**config.mk**
```make
export PLATFORM = sky130hd
export DESIGN_NAME = mc_maindec
export DESIGN_NICKNAME = d
export VERILOG_FILES = /design/src/rtl/mips_ctrl_pkg.sv /design/src/rtl/mc_outdec.sv /design/src/rtl/mc_maindec.sv
export SDC_FILE = /design/constraint.sdc
export NUM_CORES = 1
export LEC_CHECK = 0
export ABC_AREA = 1
export CAP_MARGIN = 20
export CORE_MARGIN = 2
export CORE_UTILIZATION = 40
export DETAILED_ROUTE_END_ITERATION = 16
export HOLD_SLACK_MARGIN = 0.08
export PLACE_DENSITY = 0.86
export SLEW_MARGIN = 15
export SYNTH_ARGS = -nofsm -noshare
export SYNTH_HDL_FRONTEND = slang
export SYNTH_SLANG_ARGS = --single-unit
```
**constraint.sdc**
```tcl
create_clock -name clk -period 1.8 [get_ports clk]
set_clock_uncertainty 0.15 [all_clocks]
set_input_delay 0.45 -clock clk [delete_from_list [all_inputs] [get_ports clk]]
set_output_delay 0.45 -clock clk [all_outputs]
set_load 0.01 [all_outputs]
```
**src/rtl/mips_ctrl_pkg.sv**
```systemverilog
// mips_ctrl_pkg: shared state, opcode and ALU-operation encodings for the multicycle MIPS control path.
`default_nettype none

package mips_ctrl_pkg;

  typedef enum logic [3:0] {
    FETCH   = 4'd0,
    DECODE  = 4'd1,
    MEMADR  = 4'd2,
    MEMRD   = 4'd3,
    MEMWB   = 4'd4,
    MEMWR   = 4'd5,
    RTYPEEX = 4'd6,
    RTYPEWB = 4'd7,
    IMMEX   = 4'd8,
    IMMWB   = 4'd9,
    BEQEX   = 4'd10,
    BNEEX   = 4'd11,
    JEX     = 4'd12
  } statetype;

  localparam logic [5:0] OP_RTYPE = 6'b000000;
  localparam logic [5:0] OP_LW    = 6'b100011;
  localparam logic [5:0] OP_SW    = 6'b101011;
  localparam logic [5:0] OP_BEQ   = 6'b000100;
  localparam logic [5:0] OP_BNE   = 6'b000101;
  localparam logic [5:0] OP_ADDI  = 6'b001000;
  localparam logic [5:0] OP_SLTI  = 6'b001010;
  localparam logic [5:0] OP_ANDI  = 6'b001100;
  localparam logic [5:0] OP_ORI   = 6'b001101;
  localparam logic [5:0] OP_J     = 6'b000010;

  localparam logic [2:0] ALU_ADD   = 3'b000;
  localparam logic [2:0] ALU_SUB   = 3'b001;
  localparam logic [2:0] ALU_FUNCT = 3'b010;
  localparam logic [2:0] ALU_OR    = 3'b011;
  localparam logic [2:0] ALU_AND   = 3'b100;
  localparam logic [2:0] ALU_SLT   = 3'b101;

  function automatic logic is_imm_op(input logic [5:0] op);
    return (op == OP_ADDI) || (op == OP_SLTI) || (op == OP_ANDI) || (op == OP_ORI);
  endfunction

  function automatic logic is_known_op(input logic [5:0] op);
    return (op == OP_RTYPE) || (op == OP_LW) || (op == OP_SW) || (op == OP_BEQ) ||
           (op == OP_BNE) || (op == OP_J) || is_imm_op(op);
  endfunction

endpackage

`default_nettype wire

```
**src/rtl/mc_outdec.sv**
```systemverilog
// mc_outdec: combinational decode of FSM state, opcode and memready into the datapath control word.
`default_nettype none

module mc_outdec
  import mips_ctrl_pkg::*;
(
  input  statetype    i_state,
  input  logic [5:0]  i_op,
  input  logic        i_memready,
  output logic        o_memwrite,
  output logic        o_irwrite,
  output logic        o_regwrite,
  output logic        o_pcwrite,
  output logic        o_iord,
  output logic        o_regdst,
  output logic        o_memtoreg,
  output logic        o_alusrca,
  output logic        o_zeroext,
  output logic [1:0]  o_alusrcb,
  output logic [1:0]  o_pcsrc,
  output logic        o_branch,
  output logic        o_branchne,
  output logic [2:0]  o_aluop,
  output logic        o_illegal
);

  always_comb begin
    o_memwrite = 1'b0;
    o_irwrite  = 1'b0;
    o_regwrite = 1'b0;
    o_pcwrite  = 1'b0;
    o_iord     = 1'b0;
    o_regdst   = 1'b0;
    o_memtoreg = 1'b0;
    o_alusrca  = 1'b0;
    o_zeroext  = 1'b0;
    o_alusrcb  = 2'b00;
    o_pcsrc    = 2'b00;
    o_branch   = 1'b0;
    o_branchne = 1'b0;
    o_aluop    = ALU_ADD;
    o_illegal  = 1'b0;
    case (i_state)
      FETCH: begin
        // IR and PC load only on the cycle memory actually returns the word
        o_alusrcb = 2'b01;
        o_irwrite = i_memready;
        o_pcwrite = i_memready;
      end
      DECODE: begin
        o_alusrcb = 2'b11;
        o_illegal = !is_known_op(i_op);
      end
      MEMADR: begin
        o_alusrca = 1'b1;
        o_alusrcb = 2'b10;
      end
      MEMRD: o_iord = 1'b1;
      MEMWB: begin
        o_memtoreg = 1'b1;
        o_regwrite = 1'b1;
      end
      MEMWR: begin
        o_iord     = 1'b1;
        o_memwrite = 1'b1;
      end
      RTYPEEX: begin
        o_alusrca = 1'b1;
        o_aluop   = ALU_FUNCT;
      end
      RTYPEWB: begin
        o_regdst   = 1'b1;
        o_regwrite = 1'b1;
      end
      IMMEX: begin
        o_alusrca = 1'b1;
        o_alusrcb = 2'b10;
        case (i_op)
          OP_SLTI: o_aluop = ALU_SLT;
          OP_ANDI: begin
            o_aluop   = ALU_AND;
            o_zeroext = 1'b1;
          end
          OP_ORI: begin
            o_aluop   = ALU_OR;
            o_zeroext = 1'b1;
          end
          default: o_aluop = ALU_ADD;
        endcase
      end
      IMMWB: o_regwrite = 1'b1;
      BEQEX: begin
        o_alusrca = 1'b1;
        o_aluop   = ALU_SUB;
        o_pcsrc   = 2'b01;
        o_branch  = 1'b1;
      end
      BNEEX: begin
        o_alusrca  = 1'b1;
        o_aluop    = ALU_SUB;
        o_pcsrc    = 2'b01;
        o_branchne = 1'b1;
      end
      JEX: begin
        o_pcsrc   = 2'b10;
        o_pcwrite = 1'b1;
      end
      default: ;
    endcase
  end

endmodule

`default_nettype wire

```
**src/rtl/mc_maindec.sv**
```systemverilog
// mc_maindec: multicycle MIPS main control FSM; holds the state register and next-state logic.
`default_nettype none

module mc_maindec
  import mips_ctrl_pkg::*;
(
  input  logic        clk,
  input  logic        reset,
  input  logic [5:0]  op,
  input  logic        memready,
  output logic        memwrite,
  output logic        irwrite,
  output logic        regwrite,
  output logic        pcwrite,
  output logic        iord,
  output logic        regdst,
  output logic        memtoreg,
  output logic        alusrca,
  output logic        zeroext,
  output logic [1:0]  alusrcb,
  output logic [1:0]  pcsrc,
  output logic        branch,
  output logic        branchne,
  output logic [2:0]  aluop,
  output logic        illegal
);

  statetype r_state;
  statetype w_next;

  always_ff @(posedge clk or negedge reset) begin
    if (!reset) r_state <= FETCH;
    else        r_state <= w_next;
  end

  always_comb begin
    w_next = FETCH;
    case (r_state)
      FETCH:   w_next = memready ? DECODE : FETCH;
      DECODE: begin
        if ((op == OP_LW) || (op == OP_SW)) w_next = MEMADR;
        else if (op == OP_RTYPE)            w_next = RTYPEEX;
        else if (op == OP_BEQ)              w_next = BEQEX;
        else if (op == OP_BNE)              w_next = BNEEX;
        else if (is_imm_op(op))             w_next = IMMEX;
        else if (op == OP_J)                w_next = JEX;
        else                                w_next = FETCH;
      end
      MEMADR:  w_next = (op == OP_SW) ? MEMWR : ((op == OP_LW) ? MEMRD : FETCH);
      MEMRD:   w_next = memready ? MEMWB : MEMRD;
      MEMWR:   w_next = memready ? FETCH : MEMWR;
      RTYPEEX: w_next = RTYPEWB;
      IMMEX:   w_next = IMMWB;
      // Writebacks, branches, jumps and unused encodings all return to FETCH
      default: w_next = FETCH;
    endcase
  end

  mc_outdec u_outdec (
    .i_state    (r_state),
    .i_op       (op),
    .i_memready (memready),
    .o_memwrite (memwrite),
    .o_irwrite  (irwrite),
    .o_regwrite (regwrite),
    .o_pcwrite  (pcwrite),
    .o_iord     (iord),
    .o_regdst   (regdst),
    .o_memtoreg (memtoreg),
    .o_alusrca  (alusrca),
    .o_zeroext  (zeroext),
    .o_alusrcb  (alusrcb),
    .o_pcsrc    (pcsrc),
    .o_branch   (branch),
    .o_branchne (branchne),
    .o_aluop    (aluop),
    .o_illegal  (illegal)
  );

endmodule

`default_nettype wire

```
**After elaboration in Yosys (flattened, before gate mapping)**

Cells that the tools add are included.

- Logic and storage cells: 70
- Bits of input ports: 9
- Register bits after elaboration: 4
- Output and inout port bits: 19

- Equal/unequal tests: 21
- Reduce and logical (&&, ||, !) cells: 19
- Multiplexer cells: 29

Operators by type and width:

| kind | count |
|---|---|
| $pmux 4 s7 | 1 |
| $eq 6x4->1 const B | 4 |
| $mux 4 | 6 |
| $eq 4x4->1 const B | 5 |
| $pmux 3 s3 | 2 |
| $eq 4x3->1 const B | 4 |
| $mux 1 | 13 |
| $eq 6x3->1 const B | 2 |
| $eq 6x6->1 const B | 2 |
| $logic_or 1x1->1 | 10 |
| $mux 3 | 3 |
| $eq 4x2->1 const B | 2 |
| $reduce_or 2->1 | 4 |
| $eq 6x2->1 const B | 1 |
| $logic_not 6->1 | 1 |
| $pmux 2 s3 | 1 |
| $reduce_or 5->1 | 1 |
| $eq 4x1->1 const B | 1 |
| $logic_not 4->1 | 1 |
| $pmux 2 s2 | 1 |
| $reduce_or 3->1 | 1 |
| $mux 2 | 1 |
| $pmux 1 s2 | 1 |
| $logic_not 1->1 | 1 |

**Longest topological paths before layout**

- Depth in word-level cells: 10
- Mapped depth: 7
- Gate-level depth less buffers: 7

**By module**

From an unflattened synthesis, not the netlist that was laid out.

- Cell total of the unflattened synthesis: 143
- Area total of the unflattened synthesis: 730.7 µm²

Modules (own cells, without submodules):

| module | cells each | sequential area each (µm²) | instances | area an instance (µm²) |
|---|---|---|---|---|
| mc_maindec | 68 | 100.1 | 1 | 385.4 |
| mc_outdec | 75 | 0.0 | 1 | 345.3 |

**Worst setup path before layout**

No wires, ideal clock.

- Path kind: flip-flop to output port
- Start: register r_state[3]
- End: output port regwrite
- Arrival time: 1,197 ps
- Setup slack: 3 ps
- Cell stages (with the launch flop): 6
- Data required time: 1,200 ps
- Path buffers: 0
- Cell sequence: dfrtp_1 nor2_4 inv_1 nor3_1 nor2_1 o21ai_0

- Cells in the longest elaborated chain, start to end: 3
- Elaborated cells on any way between the ends: 5
- Classes of those cells: eq/ne: 3; mux: 1; reduce/logical: 1

Ends and longest elaborated chain:

| element | RTL line | source |
|---|---|---|
| from (decl) | mc_maindec.sv:28 | `statetype r_state;` |
| from (signal assigned) | mc_maindec.sv:33 | `else r_state <= w_next;` |
| $eq 4x4->1 / $eq 4x3->1 (equally long branches) | mc_outdec.sv:43 | `case (i_state)` |
| $reduce_or 3->1 (no source line) (*) | - |  |
| $mux 1 (*) | mc_outdec.sv:43 |  |
| to (decl) | mc_maindec.sv:13 | `output logic regwrite,` |

Every way passes the cells marked *; elsewhere a longest branch is shown, timed or not.

**Final worst setup path**

- Start: register r_state[1]
- End: output port aluop[0]

- Cells in the longest elaborated chain, start to end: 3
- Elaborated cells on any way between the ends: 6
- Classes of those cells: eq/ne: 4; mux: 1; reduce/logical: 1

Ends and longest elaborated chain:

| element | RTL line | source |
|---|---|---|
| $eq 4x4->1 | mc_outdec.sv:43 |  |
| $reduce_or 2->1 (no source line) | - |  |
| $pmux 3 s3 (*) | mc_outdec.sv:43 |  |
| to (decl) | mc_maindec.sv:24 | `output logic [2:0] aluop,` |

Marked as above.

==> impl_metrics.toml <==
[setup_path]
cp-start-kind = "register"
crit_chain = "buf_6 -> nor2_4 -> nand3_4 -> nor2_4 -> nand2_2 -> nand3_1 -> buf_2"
cp.arrival_ns = 1.60
path_common_cell = "nor2_4"
slowest_stage = "dfrtp_2"
cp_slowest_stage_delay_ns = 0.42
cp.required_ns = 1.20
cp_num_buf_inv = 2
cp_max_fo = 3
critPathKind = "register to output port"
cp_top_family = "simple AND/OR/NAND/NOR gates"
critical_path.endpoint_type = "output port"

[synthesis]
synthDominantCellAreaShare_pct = 17.1
synth_warnings = 0
ys_ff_latch = 4
netlist_area_sq_um = 614
synth_top_area_cell = "nand2_1"
syn_nets = 121
synth-async-reset-ratio_pct = 100
synth_edf_count = 0
ys_top_cells_by_area = "nand2_1 17%, dfrtp_1 16%, nand3_1 13%"
synth.distinct_cells = 14
synthFlopType = "dfrtp_1"
yosysSeqAreaShare_pct = 16.3
synth.avg_cell_area_sq_um = 5.49
synth_cells = 112

[timing]
whs_ns = 0.254
slew_headroom_pct = 83.8
setup_slack_ns = -0.401
fmax_mhz = 454
fin_crit_ns = 2.20
setup_violations = 21
final_max_slew_viol_count = 0
hold_violations = 0
max_slew.worst_pin.slew_ns = 0.241
fin_crit_sh_pct = 122
rsz0062_at_grt = "true"

[clock_network]
htreeDepth = 1
cts_tree = "built"
clk_latency_ns = 0.26
cts_root_buf = "clkbuf_4"
cts-buffers-inserted = 3
clock_path_buffers = 2
path_clk_slew_ns = 0.05
cts_hold_buf = 0
cts_sinks = 4

[floorplanning]
chipWidth_microns = 43.2
initial_core_util_pct = 41.8
core_sq_mm = 0.00147
die_area_sq_mm = 0.00187
fp.dieH_microns = 43.2
rows = 14
io_pins = 28

[drt]
drc_errors = 0
totalWireLength_microns = 3920
detail-route-antenna-nets = 0
dr.pass1.iters = 4
routed_via_density = 6.12
wire_per_inst_microns = 19.6
num_vias = 1223
drt_iter0_markers = 90

[layout]
largest-register = "r_state"
final_nets = 195
fillCellCount = 58
top_regs = "r_state: 4 flops"
final_util_pct = 91.8
regArea_sq_um = 104
n_antenna_cell = 0
final_common_cell = "buf_4"
area_growth_pct = 120
largest_reg_flops = 4
multi_input_area_sq_um = 602
final_cell_mix = "35 x buf_4, 24 x nand2_1, 21 x buf_2"
final_cells = 200
drive_gt1_share_pct = 63.6

[power_and_ir_drop]
p_int_mw = 0.600
power_mw = 1.19
switching_share_pct = 49.4
power_density_mw_per_mm2 = 878
pwr-share-seq_pct = 12.5
power.switching_mw = 0.586
peakVddDrop_mv = 0.602
combPwrFrac_pct = 76.2
clkPwrFrac_pct = 11.3
total_leakage_power_nw = 0.754

[grt]
grt.overflow.total = 0
met2_usage_pct = 63.6
grt_use_met1_pct = 33.0
grt_pass1_wl_microns = 4740
grt_usage_pct = 33.8
grt_antenna_before_repair = 0
grt_util_met3_pct = 2.98
top_usage_layer = "met2"
first_global_vias = 1097
grt_max_degree = 7

[run_status]
violations = "negative setup slack"
outcome = "finished with violations"

[place]
place.gp.congestion = 0.899
numPortBuffers = 27
place_ws_ns = -0.921
dp_hpwl_microns = 1820
dp.cells = 184

[worst_hold_path]
min_path_type = "primary input to asynchronous set/reset pin"

[job]
cap_violations = 0
[layer usage]
layer | vias to the layer above | wire, microns
met4 | 0 | 486
li1 | 505 | -
met5 | - | 0
met2 | 129 | 1750
met1 | 530 | 1200
met3 | 59 | 487
[synth_stat cells, types with 2 or more instances]
cell type / number
nor2_4: 4
nand3_1: 16
nand4_1: 5
nor2_2: 3
o21ai_0: 4
dfrtp_1: 4
inv_2: 5
inv_1: 14
nor3_1: 2
nand2_2: 4
nand2_1: 28
nor2_1: 21
[cells by family (layout without fill, tap and decap cells)]
logic type | Yosys count | count (layout) | synth area share [%]
flops | 4 | 4 | 16.3
simple gates | 85 | 85 | 68.8
buf+inv | 19 | 91 | 11.6
compound gates | 4 | 4 | 3.26
[power groups by stage]
stage                     Sequential, mW  Clock [mW]  Combinational, mW
after floorplan                    0.147           0              0.265
after global placement             0.150           0              0.592
after detailed placement           0.151           0              0.611
after CTS                          0.148       0.117              0.748
after global routing               0.147       0.128              0.933
final                              0.148       0.134              0.904
[per-stage QoR]
stage | instance area, sq um | setup TNS [ns]
finish | 1350 | -3.93
global route | 1350 | -4.15
global placement | 1120 | -7.74
floorplan | 614 | 0
detailed placement | 1120 | -8.86
CTS | 1280 | -1.72
[final timing paths]
check                           startpoint          to  slack, ns  cells past startpoint
worst max-delay path            r_state[1]    aluop[0]      -0.40                      7
worst min-delay path                 reset  r_state[3]       0.25                      1
worst max register to register  r_state[0]  r_state[0]      -0.11                     10
worst min register to register  r_state[0]  r_state[3]       0.74                      5
max in group asynchronous            reset  r_state[0]       1.03                      1
min in group clk                     op[2]  r_state[0]       0.60                      5
[area by class of cell]
class / count / share of cell area [%]
clock buffer: 3 / 1.67
tap: 16 / 1.48
inverter: 19 / 5.83
timing repair buffer: 69 / 38.8
multi-input combinational: 89 / 44.5
sequential: 4 / 7.69
[timing repair]
item / 4_1_cts / 5_1_grt
endpoints found under the setup margin: 19 / 19
pin swaps: 15 / 7
resized for setup: 138 / 18
endpoints found under the hold margin: 0 / 0
buffers inserted: 11 / 3
cloned: 0 / 0
Power figures use the tool's default switching activity.
